===== src/rtl/u109_pci_arbiter.sv =====
// rtl/u109_pci_arbiter.sv - Round-robin PCI bus arbiter with host parking and grant timeout
// Every change of grant between two agents passes through an all-high clock.
module u109_pci_arbiter #(
  parameter int NUM_AGENTS       = 5,
  parameter int OWNER_W          = 3,
  parameter int GNT_TIMEOUT_CLKS = 16
) (
  input  logic                  CLK40,
  input  logic                  RESETn,
  input  logic [NUM_AGENTS-1:0] REQn,
  input  logic                  FRAMEn,
  input  logic                  IRDYn,
  input  logic                  PCI_RESET,
  output logic [NUM_AGENTS-1:0] GNTn,
  output logic [OWNER_W-1:0]    OWNER,
  output logic                  BUS_PARKED,
  output logic                  GNT_TIMEOUT
);
  localparam int CNT_W = $clog2(GNT_TIMEOUT_CLKS + 1);

  typedef enum logic [2:0] {S_HOLD, S_PARK, S_GRANT, S_BUSY, S_SWITCH} state_t;

  state_t                  state_q, state_d;
  logic [NUM_AGENTS-1:0]   gntn_q, gntn_d;
  logic [OWNER_W-1:0]      owner_q, owner_d;
  logic                    parked_q, parked_d;
  logic                    tmo_q, tmo_d;
  logic [CNT_W-1:0]        cnt_q, cnt_d;

  logic                    idle;
  logic                    own_req;
  logic                    other_req;
  logic [NUM_AGENTS-1:0]   own_mask;
  logic                    found;
  logic [OWNER_W-1:0]      pick;
  logic [OWNER_W-1:0]      cand;

  assign idle      = FRAMEn & IRDYn;
  assign own_mask  = NUM_AGENTS'(1) << owner_q;
  assign own_req   = ~REQn[owner_q];
  assign other_req = |(~REQn & ~own_mask);

  // Walk downward so the nearest requester after the owner is the one kept;
  // the owner itself is the last candidate.
  always_comb begin
    found = 1'b0;
    pick  = '0;
    cand  = '0;
    for (int i = NUM_AGENTS; i >= 1; i--) begin
      cand = OWNER_W'((int'(owner_q) + i) % NUM_AGENTS);
      if (!REQn[cand]) begin
        found = 1'b1;
        pick  = cand;
      end
    end
  end

  always_comb begin
    state_d  = state_q;
    gntn_d   = gntn_q;
    owner_d  = owner_q;
    parked_d = 1'b0;
    tmo_d    = 1'b0;
    cnt_d    = cnt_q;
    case (state_q)
      S_HOLD: begin
        gntn_d = '1;
        if (idle) state_d = S_SWITCH;
      end
      S_PARK: begin
        if (other_req) begin
          state_d = S_SWITCH;
          gntn_d  = '1;
        end else if (!REQn[0]) begin
          state_d = S_GRANT;
          cnt_d   = '0;
        end else begin
          parked_d = 1'b1;
        end
      end
      S_GRANT: begin
        if (!FRAMEn) begin
          state_d = S_BUSY;
          cnt_d   = '0;
        end else if (!own_req) begin
          state_d = S_SWITCH;
          gntn_d  = '1;
        end else if (idle) begin
          if (cnt_q == CNT_W'(GNT_TIMEOUT_CLKS - 1)) begin
            state_d = S_SWITCH;
            gntn_d  = '1;
            tmo_d   = 1'b1;
            cnt_d   = '0;
          end else begin
            cnt_d = cnt_q + 1'b1;
          end
        end
      end
      S_BUSY: begin
        if (other_req) begin
          state_d = S_SWITCH;
          gntn_d  = '1;
        end else if (idle) begin
          if (own_req) begin
            state_d = S_GRANT;
            cnt_d   = '0;
          end else begin
            state_d = S_SWITCH;
            gntn_d  = '1;
          end
        end
      end
      S_SWITCH: begin
        gntn_d = '1;
        if (idle) begin
          if (found) begin
            state_d = S_GRANT;
            owner_d = pick;
            gntn_d  = ~(NUM_AGENTS'(1) << pick);
            cnt_d   = '0;
          end else begin
            state_d  = S_PARK;
            owner_d  = '0;
            gntn_d   = ~NUM_AGENTS'(1);
            parked_d = 1'b1;
          end
        end
      end
      default: begin
        state_d = S_HOLD;
        gntn_d  = '1;
      end
    endcase
    if (PCI_RESET) begin
      state_d  = S_HOLD;
      gntn_d   = '1;
      cnt_d    = '0;
      parked_d = 1'b0;
      tmo_d    = 1'b0;
    end
  end

  always_ff @(posedge CLK40 or negedge RESETn) begin
    if (!RESETn) begin
      state_q  <= S_HOLD;
      gntn_q   <= '1;
      owner_q  <= '0;
      parked_q <= 1'b0;
      tmo_q    <= 1'b0;
      cnt_q    <= '0;
    end else begin
      state_q  <= state_d;
      gntn_q   <= gntn_d;
      owner_q  <= owner_d;
      parked_q <= parked_d;
      tmo_q    <= tmo_d;
      cnt_q    <= cnt_d;
    end
  end

  assign GNTn        = gntn_q;
  assign OWNER       = owner_q;
  assign BUS_PARKED  = parked_q;
  assign GNT_TIMEOUT = tmo_q;
endmodule

===== config.mk =====
export PLATFORM = sky130hd
export DESIGN_NAME = u109_pci_arbiter
export DESIGN_NICKNAME = d
export VERILOG_FILES = /design/src/rtl/u109_pci_arbiter.sv
export SDC_FILE = /design/constraint.sdc
export NUM_CORES = 1
export LEC_CHECK = 0
export CORE_UTILIZATION = 50
export CTS_CLUSTER_SIZE = 25
export DETAILED_ROUTE_END_ITERATION = 8
export PLACE_DENSITY_LB_ADDON = 0.05
export SETUP_SLACK_MARGIN = 0.2
export SLEW_MARGIN = 0
export SYNTH_ARGS = -nofsm -noshare
export SYNTH_HDL_FRONTEND = slang
export SYNTH_SLANG_ARGS = --single-unit

===== constraint.sdc =====
create_clock -name CLK40 -period 12.4 [get_ports CLK40]
set_clock_uncertainty 0.2 [all_clocks]
set_input_delay 2.48 -clock CLK40 [delete_from_list [all_inputs] [get_ports CLK40]]
set_output_delay 2.48 -clock CLK40 [all_outputs]
set_load 0.02 [all_outputs]

Word-level counts from Yosys, hierarchy flattened
Cells that the tools add are included.
{"block": "word_totals", "reg_bits": 18, "output_inout_bits": 10}
{"block": "op_classes", "add_sub_neg": 6, "div": 5, "magnitude_cmp": 6, "n_eq_ne": 24, "n_shift": 2, "n_mux": 74, "bitwise_logic": 5, "reduce_logical": 7}
{"operator": "$mod A32 B4 Y32 const B", "n": 5}
{"operator": "$mux W5", "n": 23}
{"operator": "$mux W3", "n": 18}
{"operator": "$pmux W5 S4", "n": 2}
{"operator": "$ne A3 B3 Y1 const B", "n": 10}
{"operator": "$ne A4 B4 Y1 const B", "n": 7}
{"operator": "$lt A3 B4 Y1 const B", "n": 6}
{"operator": "$mux W1", "n": 22}
{"operator": "$bmux W1 S3", "n": 6}
{"operator": "$not A5 Y5", "n": 3}
{"operator": "$pmux W3 S5", "n": 1}
{"operator": "$reduce_and A6 Y1", "n": 2}
{"operator": "$ne A5 B5 Y1 const B", "n": 2}
{"operator": "$reduce_and A10 Y1", "n": 1}
{"operator": "$shl A1 B3 Y5 const A", "n": 2}
{"operator": "$add A3 B2 Y4 const B", "n": 2}
{"operator": "$add A3 B3 Y4 const B", "n": 2}
{"operator": "$eq A3 B2 Y1 const B", "n": 2}
{"operator": "$add A5 B1 Y5 const B", "n": 1}
{"operator": "$and A5 B5 Y5", "n": 1}
{"operator": "$eq A5 B4 Y1 const B", "n": 1}
{"operator": "$reduce_bool A5 Y1", "n": 1}
{"operator": "$reduce_or A5 Y1", "n": 1}
{"operator": "$add A3 B1 Y4 const B", "n": 1}
{"operator": "other kinds (7)", "n": 7}

Logic depth before layout (Yosys ltp)
{"block": "depth", "word_depth": 15, "depth_mapped": 20, "depth_no_buf": 18}

Worst setup path after synthesis
No wires, ideal clock.
{"block": "synth_path", "path_kind": "reg-to-reg", "start": "register owner_q[0], in the netlist OWNER[0]", "end": "register gntn_q[2], in the netlist GNTn[2]", "setup_time_ps": 83, "arrival_time_ps": 4748, "path_slack_ps": 7368, "path_stages_with_launch": 20, "n_path_buf": 2, "synth_period_minus_slack_ps": 5032, "cell_sequence": "dfrtp_1 buf_4 buf_6 inv_2 ha_1 ha_1 inv_1 ha_1 nor3_1 o21ai_0 nand2_1 ha_1 nand2b_1 a221oi_4 a21oi_2 mux2_4 mux2_4 and3_4 or4_4 o32a_1"}
{"block": "synth_between", "elab_chain_cells": 15, "word_cells_on_any_way": 51}
{"item": "start: declaration", "line": "25", "text": "logic [OWNER_W-1:0] owner_q, owner_d;"}
{"item": "start signal: assignment", "line": "154", "text": "owner_q <= owner_d;"}
{"item": "$add A3 B3 Y4", "line": "50", "text": "cand = OWNER_W'((int'(owner_q) + i) % NUM_AGENTS);"}
{"item": "$mod A32 B4 Y32", "line": "50"}
{"item": "$bmux W1 S3", "line": "51", "text": "if (!REQn[cand]) begin"}
{"item": "$mux W1 (not written as such)", "line": "51"}
{"item": "$mux W3 (5 in a row)", "line": "51"}
{"item": "$shl A1 B3 Y5", "line": "119", "text": "gntn_d = ~(NUM_AGENTS'(1) << pick);"}
{"item": "$not A5 Y5", "line": "119"}
{"item": "$mux W5", "line": "116", "text": "if (found) begin"}
{"item": "$mux W5", "line": "115", "text": "if (idle) begin"}
{"item": "$pmux W5 S4", "line": "65", "text": "case (state_q)"}
{"item": "$mux W5", "line": "134", "text": "if (PCI_RESET) begin"}
{"item": "end signal: assignment", "line": "153", "text": "gntn_q <= gntn_d;"}
{"item": "end: declaration", "line": "24", "text": "logic [NUM_AGENTS-1:0] gntn_q, gntn_d;"}
Parallel ways exist; a longest one is shown, timed or not. The select of a mux whose other input is x is not followed.
A chain may end at the register's enable or synchronous reset.

Final worst setup path
{"block": "layout_path", "start": "input REQn[4]", "end": "register gntn_q[1], in the netlist GNTn[1]"}
{"block": "layout_between", "elab_chain_cells": 13, "word_cells_on_any_way": 40}
{"item": "start: declaration", "line": "10", "text": "input logic [NUM_AGENTS-1:0] REQn,"}
{"item": "$bmux W1 S3", "line": "51"}
{"item": "$mux W1 (not written as such)", "line": "51"}
{"item": "$mux W3 (5 in a row)", "line": "51"}
{"item": "$shl A1 B3 Y5", "line": "119"}
{"item": "$not A5 Y5", "line": "119"}
{"item": "$mux W5", "line": "116"}
{"item": "$mux W5", "line": "115"}
{"item": "$pmux W5 S4", "line": "65"}
{"item": "$mux W5", "line": "134"}
Parallel ways exist; a longest one is shown, timed or not. The select of a mux whose other input is x is not followed.

==> impl_metrics.tcl <==
set metrics [dict create \
    wl_per_cell_um 17.2 \
    cts_buffers 3 \
    syn_area_um2 2980 \
    clkSinkCount 18 \
    cts_buffer_depth 2 \
    io_pins 20 \
    die_h_um 79.2 \
    htreeDepth 1 \
    num_rows 27 \
    final_antenna_net_count 0 \
    cts_setup_buffers 0 \
    synth_fp_nets 420 \
    viasPerCell 6.41 \
    grt_use_total 0.251 \
    yosys.cell_types.count 84 \
    critical_path.startpoint "REQn[4]" \
    synth_warnings 0 \
    cp_max_fo 6 \
    slew_headroom 0.445 \
    synth_edf_count 0 \
    gp_congestion 0.997 \
    r2r_end "GNTn[1]$_DFFE_PN1P_" \
    die_area_um2 6270 \
    dpl.hpwl_um 5890 \
    cts_root_buf "clkbuf_8" \
    r2r-start "OWNER[2]$_DFFE_PN0P_" \
    synth-async-reset-ratio 1.00 \
    area_growth_pct 8.57 \
    synth_flop_cell "dfrtp_1" \
    drv_slew 0 \
    die-width_um 79.2 \
    min_period_ns 5.66 \
    path_clk_slew_ns 0.07 \
    final_common_cell "ha_1" \
    grt_start_max_net_pins 43 \
    hold_viol_final 0 \
    start_kind "input pin" \
    setup-violations-final 0 \
    grt_overflow 0 \
    cp.arrival_ns 5.65 \
    antenna_cells 0 \
    drc_errors 0 \
    coreArea_um2 5610 \
    grt_pass1_wl_um 12600 \
    worst_pin_slew_ns 0.830 \
    antenna_found_initial 0 \
    rsz0062_at_grt "no" \
    worst-r2r-cell-count 18 \
    drive_gt1_frac 0.112 \
    initial_core_util 0.531 \
    final_cell_mix "31 x ha_1, 28 x nand2_1, 26 x inv_1, 26 x nor2_1, 22 x o21ai_0" \
    cts_hold_buf 0 \
    fillers 540 \
    ys_seq_elements 18 \
    finalCritPeriodShare 0.457 \
    wl_um 7820 \
    hold_class "flop to flop" \
    clock_latency_ns 0.26 \
    r2r_setup_slack_ns 6.88 \
    cts_tree "done" \
    crit_path_end_kind "flop" \
    required_ns 12.39 \
    outcome "finished clean" \
    cap_violations 0 \
    synth_area_per_cell_um2 7.86 \
    fin_setup_tns_ns 0 \
    dr.pass1.iters 5 \
    io_buffers 19 \
    ctsResizeCount 0 \
    crit_type "input pin to flop" \
    cp-endpoint "GNTn[1]$_DFFE_PN1P_" \
    nets 426 \
    grt_pass1_vias 2561 \
    syn_inst 379 \
    vias 2924 \
    drt_iter0_markers 302 \
    yosysSeqAreaShare 0.153 \
    fmax_mhz 177 \
]
[through the flow]
stage	worst slack, ns	hold WS [ns]	utilization	instance area, µm²	instances
floorplan	7.37	0.274	-	2980	379
global placement	6.61	0.288	0.567	3180	452
detailed placement	6.51	0.296	0.567	3180	452
CTS	6.78	0.308	0.577	3230	456
global route	6.51	0.324	0.577	3230	456
finish	6.74	0.304	0.577	3230	456
[per-layer routing]
metal	routed length [µm]	global-route usage	share of wire	vias up
li1	-	-	-	1424
met1	3850	0.371	0.49	1399
met2	3510	0.398	0.45	97
met3	430	0.0322	0.055	4
met4	36	0.0236	0.0046	0
met5	0	0	0	-
[worst min-delay path by stage]
stage	slack, ns	end	from	depth (start not counted)
5_1_grt	0.32	GNTn[1]$_DFFE_PN1P_	GNTn[1]$_DFFE_PN1P_	1
4_1_cts	0.31	GNTn[0]$_DFFE_PN1P_	GNTn[0]$_DFFE_PN1P_	2
3_5_place_dp	0.30	cnt_q[3]$_DFFE_PN0P_	cnt_q[3]$_DFFE_PN0P_	1
2_1_floorplan	0.27	cnt_q[3]$_DFFE_PN0P_	cnt_q[3]$_DFFE_PN0P_	1
6_report	0.30	GNTn[0]$_DFFE_PN1P_	GNTn[0]$_DFFE_PN1P_	2
3_3_place_gp	0.29	cnt_q[3]$_DFFE_PN0P_	cnt_q[3]$_DFFE_PN0P_	1
[critical path, stage by stage]
cell and delay [ns]:
clkdlybuf4s50_1 0.63, nor2b_1 0.54, a2111oi_0 0.21, a31oi_1 0.18, mux2_2 0.23, o21ai_0 0.09, a211oi_1 0.34, o21ai_1 0.19
or4_4 0.46, o32a_1 0.30
[registers in the layout, summed over array words and instances, names as in the netlist]
register and cells:
GNTn 5, cnt_q 5, OWNER 3, state_q 3, BUS_PARKED 1, GNT_TIMEOUT 1
[synthesized netlist by cell type, types with 5 or more instances]
| cell type | count | area share |
|---|---|---|
| a21o_1 | 5 | 0.013 |
| a21oi_1 | 21 | 0.035 |
| a31oi_1 | 9 | 0.019 |
| and2_1 | 5 | 0.010 |
| clkbuf_1 | 12 | 0.015 |
| dfrtp_1 | 13 | 0.11 |
| dfstp_2 | 5 | 0.044 |
| ha_1 | 31 | 0.13 |
| inv_1 | 26 | 0.033 |
| inv_2 | 5 | 0.0063 |
| mux2i_1 | 10 | 0.034 |
| nand2_1 | 28 | 0.035 |
| nand2b_1 | 14 | 0.029 |
| nand3_1 | 8 | 0.013 |
| nor2_1 | 26 | 0.033 |
| nor3_1 | 10 | 0.017 |
| o211ai_1 | 11 | 0.028 |
| o21ai_0 | 22 | 0.037 |
| o22ai_1 | 6 | 0.013 |
[cell type report]
| cell class | count | area, µm² | share of cell area |
|---|---|---|---|
| Timing Repair Buffer | 21 | 205 | 0.0634 |
| Clock buffer | 4 | 55.1 | 0.0170 |
| Tap cell | 72 | 90.1 | 0.0279 |
| Inverter | 31 | 116 | 0.0360 |
| Multi-Input combinational cell | 310 | 2310 | 0.715 |
| Sequential cell | 18 | 457 | 0.141 |
[logic make-up (layout without fill, tap and decap cells)]
kind of cell,Yosys count,in the layout,share of synthesized area
adders and majority gates,31,31,0.130
AOI/OAI and AO/OA,132,132,0.322
xor gates and xnor gates,5,5,0.0172
muxes,20,20,0.0907
DFF,18,18,0.153
buffers and inverters,51,56,0.0710
and+or+nand+nor,122,122,0.216
Power is left out: the tool's default activity adds up to more than one toggle a clock period on the data nets, which glitch-free logic cannot reach.
